### src/rtl/muldiv_pkg.sv
// rtl/muldiv_pkg.sv - shared op/state encodings, op decoder and XLEN legality check for muldiv
package muldiv_pkg;

    typedef enum logic [2:0] {
        OP_MUL    = 3'b000,
        OP_MULH   = 3'b001,
        OP_MULHSU = 3'b010,
        OP_MULHU  = 3'b011,
        OP_DIV    = 3'b100,
        OP_DIVU   = 3'b101,
        OP_REM    = 3'b110,
        OP_REMU   = 3'b111
    } op_e;

    typedef enum logic [1:0] {
        ST_IDLE = 2'd0,
        ST_BUSY = 2'd1,
        ST_DONE = 2'd2
    } state_e;

    typedef struct packed {
        logic is_div;
        logic want_hi;
        logic want_rem;
        logic a_signed;
        logic b_signed;
    } op_dec_t;

    function automatic bit xlen_legal(input int xlen);
        return (xlen == 32) || (xlen == 64);
    endfunction

    // MUL low half is sign-agnostic, so it runs as unsigned
    function automatic op_dec_t decode_op(input op_e op);
        op_dec_t d;
        d = '0;
        case (op)
            OP_MUL:    d = '{is_div: 1'b0, want_hi: 1'b0, want_rem: 1'b0, a_signed: 1'b0, b_signed: 1'b0};
            OP_MULH:   d = '{is_div: 1'b0, want_hi: 1'b1, want_rem: 1'b0, a_signed: 1'b1, b_signed: 1'b1};
            OP_MULHSU: d = '{is_div: 1'b0, want_hi: 1'b1, want_rem: 1'b0, a_signed: 1'b1, b_signed: 1'b0};
            OP_MULHU:  d = '{is_div: 1'b0, want_hi: 1'b1, want_rem: 1'b0, a_signed: 1'b0, b_signed: 1'b0};
            OP_DIV:    d = '{is_div: 1'b1, want_hi: 1'b0, want_rem: 1'b0, a_signed: 1'b1, b_signed: 1'b1};
            OP_DIVU:   d = '{is_div: 1'b1, want_hi: 1'b0, want_rem: 1'b0, a_signed: 1'b0, b_signed: 1'b0};
            OP_REM:    d = '{is_div: 1'b1, want_hi: 1'b0, want_rem: 1'b1, a_signed: 1'b1, b_signed: 1'b1};
            OP_REMU:   d = '{is_div: 1'b1, want_hi: 1'b0, want_rem: 1'b1, a_signed: 1'b0, b_signed: 1'b0};
            default:   d = '0;
        endcase
        return d;
    endfunction

endpackage

### src/rtl/muldiv_signfix.sv
// rtl/muldiv_signfix.sv - conditional two's-complement negation for operand magnitude and result sign
module muldiv_signfix #(
    parameter int W = 32
) (
    input  logic [W-1:0] value,
    input  logic         negate,
    output logic [W-1:0] fixed
);

    assign fixed = negate ? ((~value) + {{(W-1){1'b0}}, 1'b1}) : value;

endmodule

### src/rtl/muldiv.sv
// rtl/muldiv.sv - iterative RV M-extension multiply/divide unit; MULDIV_FAST_MUL_EN makes multiplies single-cycle
module muldiv
    import muldiv_pkg::*;
#(
    parameter int XLEN = 32
) (
    input  logic            clk,
    input  logic            rst_n,
    input  logic            in_valid,
    output logic            in_ready,
    input  logic [2:0]      op,
    input  logic [XLEN-1:0] a,
    input  logic [XLEN-1:0] b,
    input  logic            kill,
    output logic            out_valid,
    input  logic            out_ready,
    output logic [XLEN-1:0] result
);

    localparam int CNT_W = $clog2(XLEN);
    localparam logic [XLEN-1:0] MIN_NEG = {1'b1, {(XLEN-1){1'b0}}};

    if (!xlen_legal(XLEN)) begin : g_bad_xlen
        $error("muldiv: XLEN must be 32 or 64");
    end

    state_e            state_q, state_d;
    op_dec_t           dec;
    logic              accept;
    logic              a_neg, b_neg;
    logic [XLEN-1:0]   a_abs, b_abs;
    logic              div_zero, div_ovf, div_special;
    logic [XLEN-1:0]   special_res;
    logic              fast_take;
    logic [XLEN-1:0]   fast_res;

    // hi/lo hold partial product (mul) or remainder/quotient (div); dvs holds multiplicand or divisor
    logic [XLEN-1:0]   hi_q, hi_d, lo_q, lo_d, dvs_q, dvs_d;
    logic [CNT_W-1:0]  cnt_q, cnt_d;
    logic              is_div_q, is_div_d, want_hi_q, want_hi_d, want_rem_q, want_rem_d;
    logic              neg_main_q, neg_main_d, neg_rem_q, neg_rem_d;
    logic [XLEN-1:0]   result_q, result_d;

    logic [XLEN:0]     mul_sum, div_shift, div_diff;
    logic              div_ge, last_step;
    logic [XLEN-1:0]   hi_step, lo_step;
    logic [2*XLEN-1:0] prod_fix;
    logic [XLEN-1:0]   quo_fix, rem_fix, iter_res;

    assign dec    = decode_op(op_e'(op));
    assign accept = in_valid & in_ready & ~kill;
    assign a_neg  = dec.a_signed & a[XLEN-1];
    assign b_neg  = dec.b_signed & b[XLEN-1];

    muldiv_signfix #(.W(XLEN)) u_abs_a (.value(a), .negate(a_neg), .fixed(a_abs));
    muldiv_signfix #(.W(XLEN)) u_abs_b (.value(b), .negate(b_neg), .fixed(b_abs));

    // Division corner cases resolve at accept time and bypass the iteration
    assign div_zero    = dec.is_div & (b == '0);
    assign div_ovf     = dec.is_div & dec.a_signed & (a == MIN_NEG) & (b == '1);
    assign div_special = div_zero | div_ovf;
    assign special_res = div_zero ? (dec.want_rem ? a : '1) : (dec.want_rem ? '0 : a);

`ifdef MULDIV_FAST_MUL_EN
    logic [2*XLEN-1:0] fast_a, fast_b, fast_prod;
    assign fast_a    = {{XLEN{a_neg}}, a};
    assign fast_b    = {{XLEN{b_neg}}, b};
    assign fast_prod = fast_a * fast_b;
    assign fast_take = ~dec.is_div;
    assign fast_res  = dec.want_hi ? fast_prod[2*XLEN-1:XLEN] : fast_prod[XLEN-1:0];
`else
    assign fast_take = 1'b0;
    assign fast_res  = '0;
`endif

    // One shift-add or restoring-subtract step per BUSY cycle; the borrow bit decides the quotient bit
    assign mul_sum   = {1'b0, hi_q} + (lo_q[0] ? {1'b0, dvs_q} : {(XLEN+1){1'b0}});
    assign div_shift = {hi_q, lo_q[XLEN-1]};
    assign div_diff  = div_shift - {1'b0, dvs_q};
    assign div_ge    = ~div_diff[XLEN];
    assign hi_step   = is_div_q ? (div_ge ? div_diff[XLEN-1:0] : div_shift[XLEN-1:0]) : mul_sum[XLEN:1];
    assign lo_step   = is_div_q ? {lo_q[XLEN-2:0], div_ge} : {mul_sum[0], lo_q[XLEN-1:1]};
    assign last_step = (cnt_q == CNT_W'(XLEN-1));

    muldiv_signfix #(.W(2*XLEN)) u_fix_prod (.value({hi_step, lo_step}), .negate(neg_main_q), .fixed(prod_fix));
    muldiv_signfix #(.W(XLEN))   u_fix_quo  (.value(lo_step), .negate(neg_main_q), .fixed(quo_fix));
    muldiv_signfix #(.W(XLEN))   u_fix_rem  (.value(hi_step), .negate(neg_rem_q),  .fixed(rem_fix));

    assign iter_res = is_div_q ? (want_rem_q ? rem_fix : quo_fix)
                               : (want_hi_q ? prod_fix[2*XLEN-1:XLEN] : prod_fix[XLEN-1:0]);

    // State register
    always_ff @(posedge clk or negedge rst_n) begin
        if (!rst_n) state_q <= ST_IDLE;
        else        state_q <= state_d;
    end

    // Next-state: kill wins from any state; corner cases and fast multiplies skip BUSY
    always_comb begin
        state_d = state_q;
        if (kill) begin
            state_d = ST_IDLE;
        end else begin
            case (state_q)
                ST_IDLE: if (in_valid) state_d = (div_special | fast_take) ? ST_DONE : ST_BUSY;
                ST_BUSY: if (last_step) state_d = ST_DONE;
                ST_DONE: if (out_ready) state_d = ST_IDLE;
                default: state_d = ST_IDLE;
            endcase
        end
    end

    // Handshake outputs decoded from state
    always_comb begin
        in_ready  = (state_q == ST_IDLE);
        out_valid = (state_q == ST_DONE);
    end

    assign result = result_q;

    // Datapath next values: load on accept, step while BUSY, result written only when entering DONE
    always_comb begin
        hi_d       = hi_q;
        lo_d       = lo_q;
        dvs_d      = dvs_q;
        cnt_d      = cnt_q;
        is_div_d   = is_div_q;
        want_hi_d  = want_hi_q;
        want_rem_d = want_rem_q;
        neg_main_d = neg_main_q;
        neg_rem_d  = neg_rem_q;
        result_d   = result_q;
        if (accept) begin
            hi_d       = '0;
            lo_d       = a_abs;
            dvs_d      = b_abs;
            cnt_d      = '0;
            is_div_d   = dec.is_div;
            want_hi_d  = dec.want_hi;
            want_rem_d = dec.want_rem;
            neg_main_d = a_neg ^ b_neg;
            neg_rem_d  = a_neg;
            if (div_special)    result_d = special_res;
            else if (fast_take) result_d = fast_res;
        end else if ((state_q == ST_BUSY) && !kill) begin
            hi_d  = hi_step;
            lo_d  = lo_step;
            cnt_d = cnt_q + CNT_W'(1);
            if (last_step) result_d = iter_res;
        end
    end

    // Datapath registers
    always_ff @(posedge clk or negedge rst_n) begin
        if (!rst_n) begin
            hi_q       <= '0;
            lo_q       <= '0;
            dvs_q      <= '0;
            cnt_q      <= '0;
            is_div_q   <= 1'b0;
            want_hi_q  <= 1'b0;
            want_rem_q <= 1'b0;
            neg_main_q <= 1'b0;
            neg_rem_q  <= 1'b0;
            result_q   <= '0;
        end else begin
            hi_q       <= hi_d;
            lo_q       <= lo_d;
            dvs_q      <= dvs_d;
            cnt_q      <= cnt_d;
            is_div_q   <= is_div_d;
            want_hi_q  <= want_hi_d;
            want_rem_q <= want_rem_d;
            neg_main_q <= neg_main_d;
            neg_rem_q  <= neg_rem_d;
            result_q   <= result_d;
        end
    end

endmodule

### config.mk
export PLATFORM = sky130hd
export DESIGN_NAME = muldiv
export DESIGN_NICKNAME = d
export VERILOG_FILES = /design/src/rtl/muldiv_pkg.sv /design/src/rtl/muldiv_signfix.sv /design/src/rtl/muldiv.sv
export SDC_FILE = /design/constraint.sdc
export NUM_CORES = 1
export LEC_CHECK = 0
export ABC_AREA = 1
export CAP_MARGIN = 20
export CORE_MARGIN = 2
export CORE_UTILIZATION = 23
export DETAILED_ROUTE_END_ITERATION = 10
export PLACE_DENSITY_LB_ADDON = 0.25
export SLEW_MARGIN = 40
export SYNTH_ARGS = -nofsm -noshare
export SYNTH_HDL_FRONTEND = slang
export SYNTH_HIERARCHICAL = 1
export SYNTH_SLANG_ARGS = --single-unit
### constraint.sdc
create_clock -name clk -period 7.35 [get_ports clk]
set_input_delay 1.47 -clock clk [delete_from_list [all_inputs] [get_ports clk]]
set_output_delay 1.47 -clock clk [all_outputs]
set_load 0.02 [all_outputs]
==> impl_metrics.prom <==
# TYPE chip_impl_metric gauge
chip_impl_info{name="clock_tree_from_tritoncts",value="yes"} 1
chip_impl_metric{name="dp.final_hpwl",unit="µm"} 76550
chip_impl_metric{name="num_io_pins",unit=""} 106
chip_impl_metric{name="global_route.overflow_total",unit=""} 0
chip_impl_metric{name="synth-edff-count",unit=""} 0
chip_impl_metric{name="chipWidth",unit="µm"} 303.5
chip_impl_metric{name="routedWlPerCell",unit="µm"} 19.59
chip_impl_metric{name="cts_buffers",unit=""} 17
chip_impl_metric{name="number_of_vias_per_cell_after_detailed_routing",unit=""} 4.837
chip_impl_metric{name="final_min_period_over_clock_period",unit=""} 0.6993
chip_impl_metric{name="antenna_found_initial",unit=""} 2
chip_impl_info{name="layout.cells.most_common_list",value="nand2_1 (1280), inv_1 (478), nor2_1 (369)"} 1
chip_impl_metric{name="starting_density_of_the_core",unit=""} 0.2328
chip_impl_metric{name="route.final.wire_length",unit="µm"} 96210
chip_impl_metric{name="drive_above_1_share",unit=""} 0.07719
chip_impl_metric{name="synth_area_per_cell",unit="µm²"} 5.615
chip_impl_info{name="run_status",value="completed"} 1
chip_impl_metric{name="detailroute.via_count",unit=""} 23755
chip_impl_metric{name="critPathRequiredTime",unit="ns"} 7.71
chip_impl_metric{name="post_cts_hold_buffer_count",unit=""} 0
chip_impl_info{name="cpMostUsedCell",value="nand2_1"} 1
chip_impl_metric{name="post_synth_num_cell_types",unit=""} 54
chip_impl_metric{name="core.rowCount",unit=""} 109
chip_impl_metric{name="timing.clock.skew",unit="ns"} 0.02575
chip_impl_metric{name="finalNetCount",unit=""} 3878
chip_impl_metric{name="critical_path_peak_fanout",unit=""} 33
chip_impl_metric{name="proportion_of_synthesized_chip_area_in_sequential_cells",unit=""} 0.1698
chip_impl_metric{name="grt_max_degree",unit=""} 166
chip_impl_metric{name="drt_iter0_drc",unit=""} 2261
chip_impl_metric{name="achievable-frequency",unit="MHz"} 194.6
chip_impl_metric{name="dpl-instance-area",unit="µm²"} 22970
chip_impl_metric{name="cts_htree_levels",unit=""} 4
chip_impl_metric{name="final_design_instance_area_without_fill",unit="µm²"} 23580
chip_impl_metric{name="power-per-cell-area",unit="nW/µm²"} 547.9
chip_impl_info{name="holdCritPathClass",value="reg -> reg"} 1
chip_impl_metric{name="clkLatencyLatePin",unit="ns"} 0.51
chip_impl_metric{name="synthesis.nets",unit=""} 3822
chip_impl_metric{name="drt_first_pass_iters",unit=""} 7
chip_impl_metric{name="final.min_clock_period",unit="ns"} 5.140
chip_impl_metric{name="transition_time_of_the_tightest_slew_check_pin",unit="ns"} 0.8540
chip_impl_metric{name="power_leakage",unit="nW"} 11.62
chip_impl_metric{name="ant_nets",unit=""} 0
chip_impl_metric{name="finalWorstSetupSlack",unit="ns"} 2.210
chip_impl_info{name="path_delay_family",value="simple AND/OR/NAND/NOR gates"} 1
chip_impl_metric{name="cap_viol_max_count",unit=""} 0
chip_impl_metric{name="setup_violations",unit=""} 0
chip_impl_info{name="critical-path-slowest-cell",value="o21ai_0"} 1
chip_impl_info{name="rsz_0062_raised_after_global_routing",value="false"} 1
chip_impl_metric{name="grt_util_all_layers",unit=""} 0.2052
chip_impl_metric{name="setup_total_negative_slack",unit="ns"} 0
chip_impl_metric{name="cp.arrival",unit="ns"} 5.50
chip_impl_metric{name="flow.area_growth_from_synthesis",unit="%"} 14.25
chip_impl_metric{name="cts.reportedPaths.clkPinSlew",unit="ns"} 0.08
chip_impl_metric{name="worst_hold_slack",unit="ns"} 0.4878
chip_impl_metric{name="synth_async_sr_flop_share",unit=""} 1.000
chip_impl_metric{name="clock_path_buffers",unit=""} 2
chip_impl_info{name="most_frequent_standard_cell_in_the_layout_excluding_fill_and_tap_cells",value="nand2_1"} 1
chip_impl_metric{name="post_synth_inst_count",unit=""} 3675
chip_impl_metric{name="cts_setup_buffers",unit=""} 0
chip_impl_metric{name="irDropWorstVdd",unit="µV"} 252.0
chip_impl_metric{name="dpl.cell_count",unit=""} 4876
chip_impl_info{name="startpoint_type",value="flop"} 1
chip_impl_metric{name="critical_path.n_buffers_inverters",unit=""} 2
chip_impl_info{name="critPathKind",value="reg -> reg"} 1
chip_impl_info{name="root_buffer",value="clkbuf_16"} 1
chip_impl_metric{name="die-area",unit="µm²"} 92130
chip_impl_metric{name="maxSlewHeadroom",unit=""} 0.4307
chip_impl_metric{name="layout.filler_cells",unit=""} 10294
chip_impl_metric{name="yosys_register_bits",unit=""} 140
chip_impl_metric{name="post-place-ws",unit="ns"} 2.325
chip_impl_metric{name="cts_resized",unit=""} 0
chip_impl_metric{name="placeableCoreArea",unit="µm²"} 88650
chip_impl_metric{name="drcViolationCount",unit=""} 0
chip_impl_metric{name="die_h",unit="µm"} 303.5
chip_impl_metric{name="slew_viol_final",unit=""} 0
chip_impl_metric{name="fin_cells",unit=""} 4911
chip_impl_metric{name="grt_pass1_wl",unit="µm"} 141500
chip_impl_metric{name="final_hold_violations",unit=""} 0
chip_impl_metric{name="post_synth_instance_area",unit="µm²"} 20640
chip_impl_metric{name="clock-sinks",unit=""} 140
chip_impl_metric{name="grt_pass1_vias",unit=""} 22162
chip_impl_info{name="setup.worst_path.end_class",value="flop"} 1
chip_impl_metric{name="gp_routability_congestion",unit=""} 0.9738
chip_impl_metric{name="portBuffers",unit=""} 105
chip_impl_metric{name="cp_slowest_stage_delay",unit="ns"} 0.45
chip_impl_metric{name="yosys_warnings",unit=""} 6
chip_impl_info{name="synth_flop_cell",value="dfrtp_1"} 1
flip-flops by register name, indices dropped and copies added, names as in the netlist:
signal and flops:
cnt_q 5, dvs_q 32, lo_q 32, neg_main_q 1, is_div_q 1, result 32
state_q 2, want_rem_q 1, hi_q 32, neg_rem_q 1, want_hi_q 1
cells in the mapped netlist (all sizes together) (12+ instances only):
cell    count  share of area
a21oi     175          0.043
and2       31         0.0094
and3       36          0.011
buf        57          0.017
clkbuf     58          0.011
dfrtp     140           0.17
ha         73          0.044
inv       493          0.091
nand2    1341           0.25
nand3     274          0.072
nand3b     20         0.0073
nand4      52          0.016
nor2      456           0.11
nor3       17         0.0044
nor4       12         0.0036
o211ai     31          0.011
o21ai     263          0.069
xnor2      58          0.025
xor2       52          0.022
worst reg2reg max path: cells and delay by family (launching register included):
family / cells / cell delay [ns]
and+or+nand+nor: 20 / 2.56
buffers and inverters: 2 / 0.45
DFF: 1 / 0.36
AOI/OAI and AO/OA: 6 / 1.11
adders and majority gates: 2 / 0.51
kinds of logic (layout without fill, tap and decap cells):
family | Yosys count | in the layout | share of synthesized area
buffers and inverters | 611 | 680 | 0.1194
xor gates and xnor gates | 110 | 110 | 0.04705
adders and majority gates | 75 | 75 | 0.04620
and+or+nand+nor | 2245 | 2245 | 0.4851
other | 0 | 2 | 0
DFF | 140 | 140 | 0.1698
AOI/OAI and AO/OA | 494 | 494 | 0.1325
metal layers:
layer	vias up	track usage	share of wire
li1	11739	-	-
met1	11073	0.2804	0.45
met2	805	0.3288	0.45
met3	134	0.02356	0.058
met4	4	0.08065	0.038
met5	-	0	0.00028
metrics by stage:
| stage | utilization | total power [W] |
|---|---|---|
| 2_1_floorplan | - | 0.008379 |
| 3_3_place_gp | 0.2590 | 0.01184 |
| 3_5_place_dp | 0.2592 | 0.01180 |
| 4_1_cts | 0.2656 | 0.01279 |
| 5_1_grt | 0.2659 | 0.01401 |
| 6_report | 0.2660 | 0.01292 |
cell type report:
cell class,instances,area (µm²),share of cell area
multi-input cells,2924,14710,0.6237
inverters,495,1878,0.07965
flip-flops and latches,140,3512,0.1490
clock inverters,15,148.9,0.006315
well taps,1165,1458,0.06182
diodes,2,5.005,0.0002123
clock buffers,17,425.4,0.01804
repair buffers,153,1445,0.06129
path summary, 6_finish.rpt:
kind / start / end / slack, ns / cells after the start
max: lo_q[0] / result[28] / 2.21 / 30
min: result[3] / result[3] / 0.49 / 2
max reg2reg: lo_q[0] / result[28] / 2.21 / 30
min reg2reg: result[3] / result[3] / 0.49 / 2
max in group asynchronous: rst_n / result[10] / 5.46 / 2
min in group asynchronous: rst_n / hi_q[13] / 0.90 / 1
power by group:
part           leakage, nW  switching (W)  internal [W]
clock                0.289       0.000471      0.000453
sequential            1.79       0.000341       0.00109
combinational         9.54        0.00741       0.00315
No activity file was read; power rests on OpenSTA's default activity.
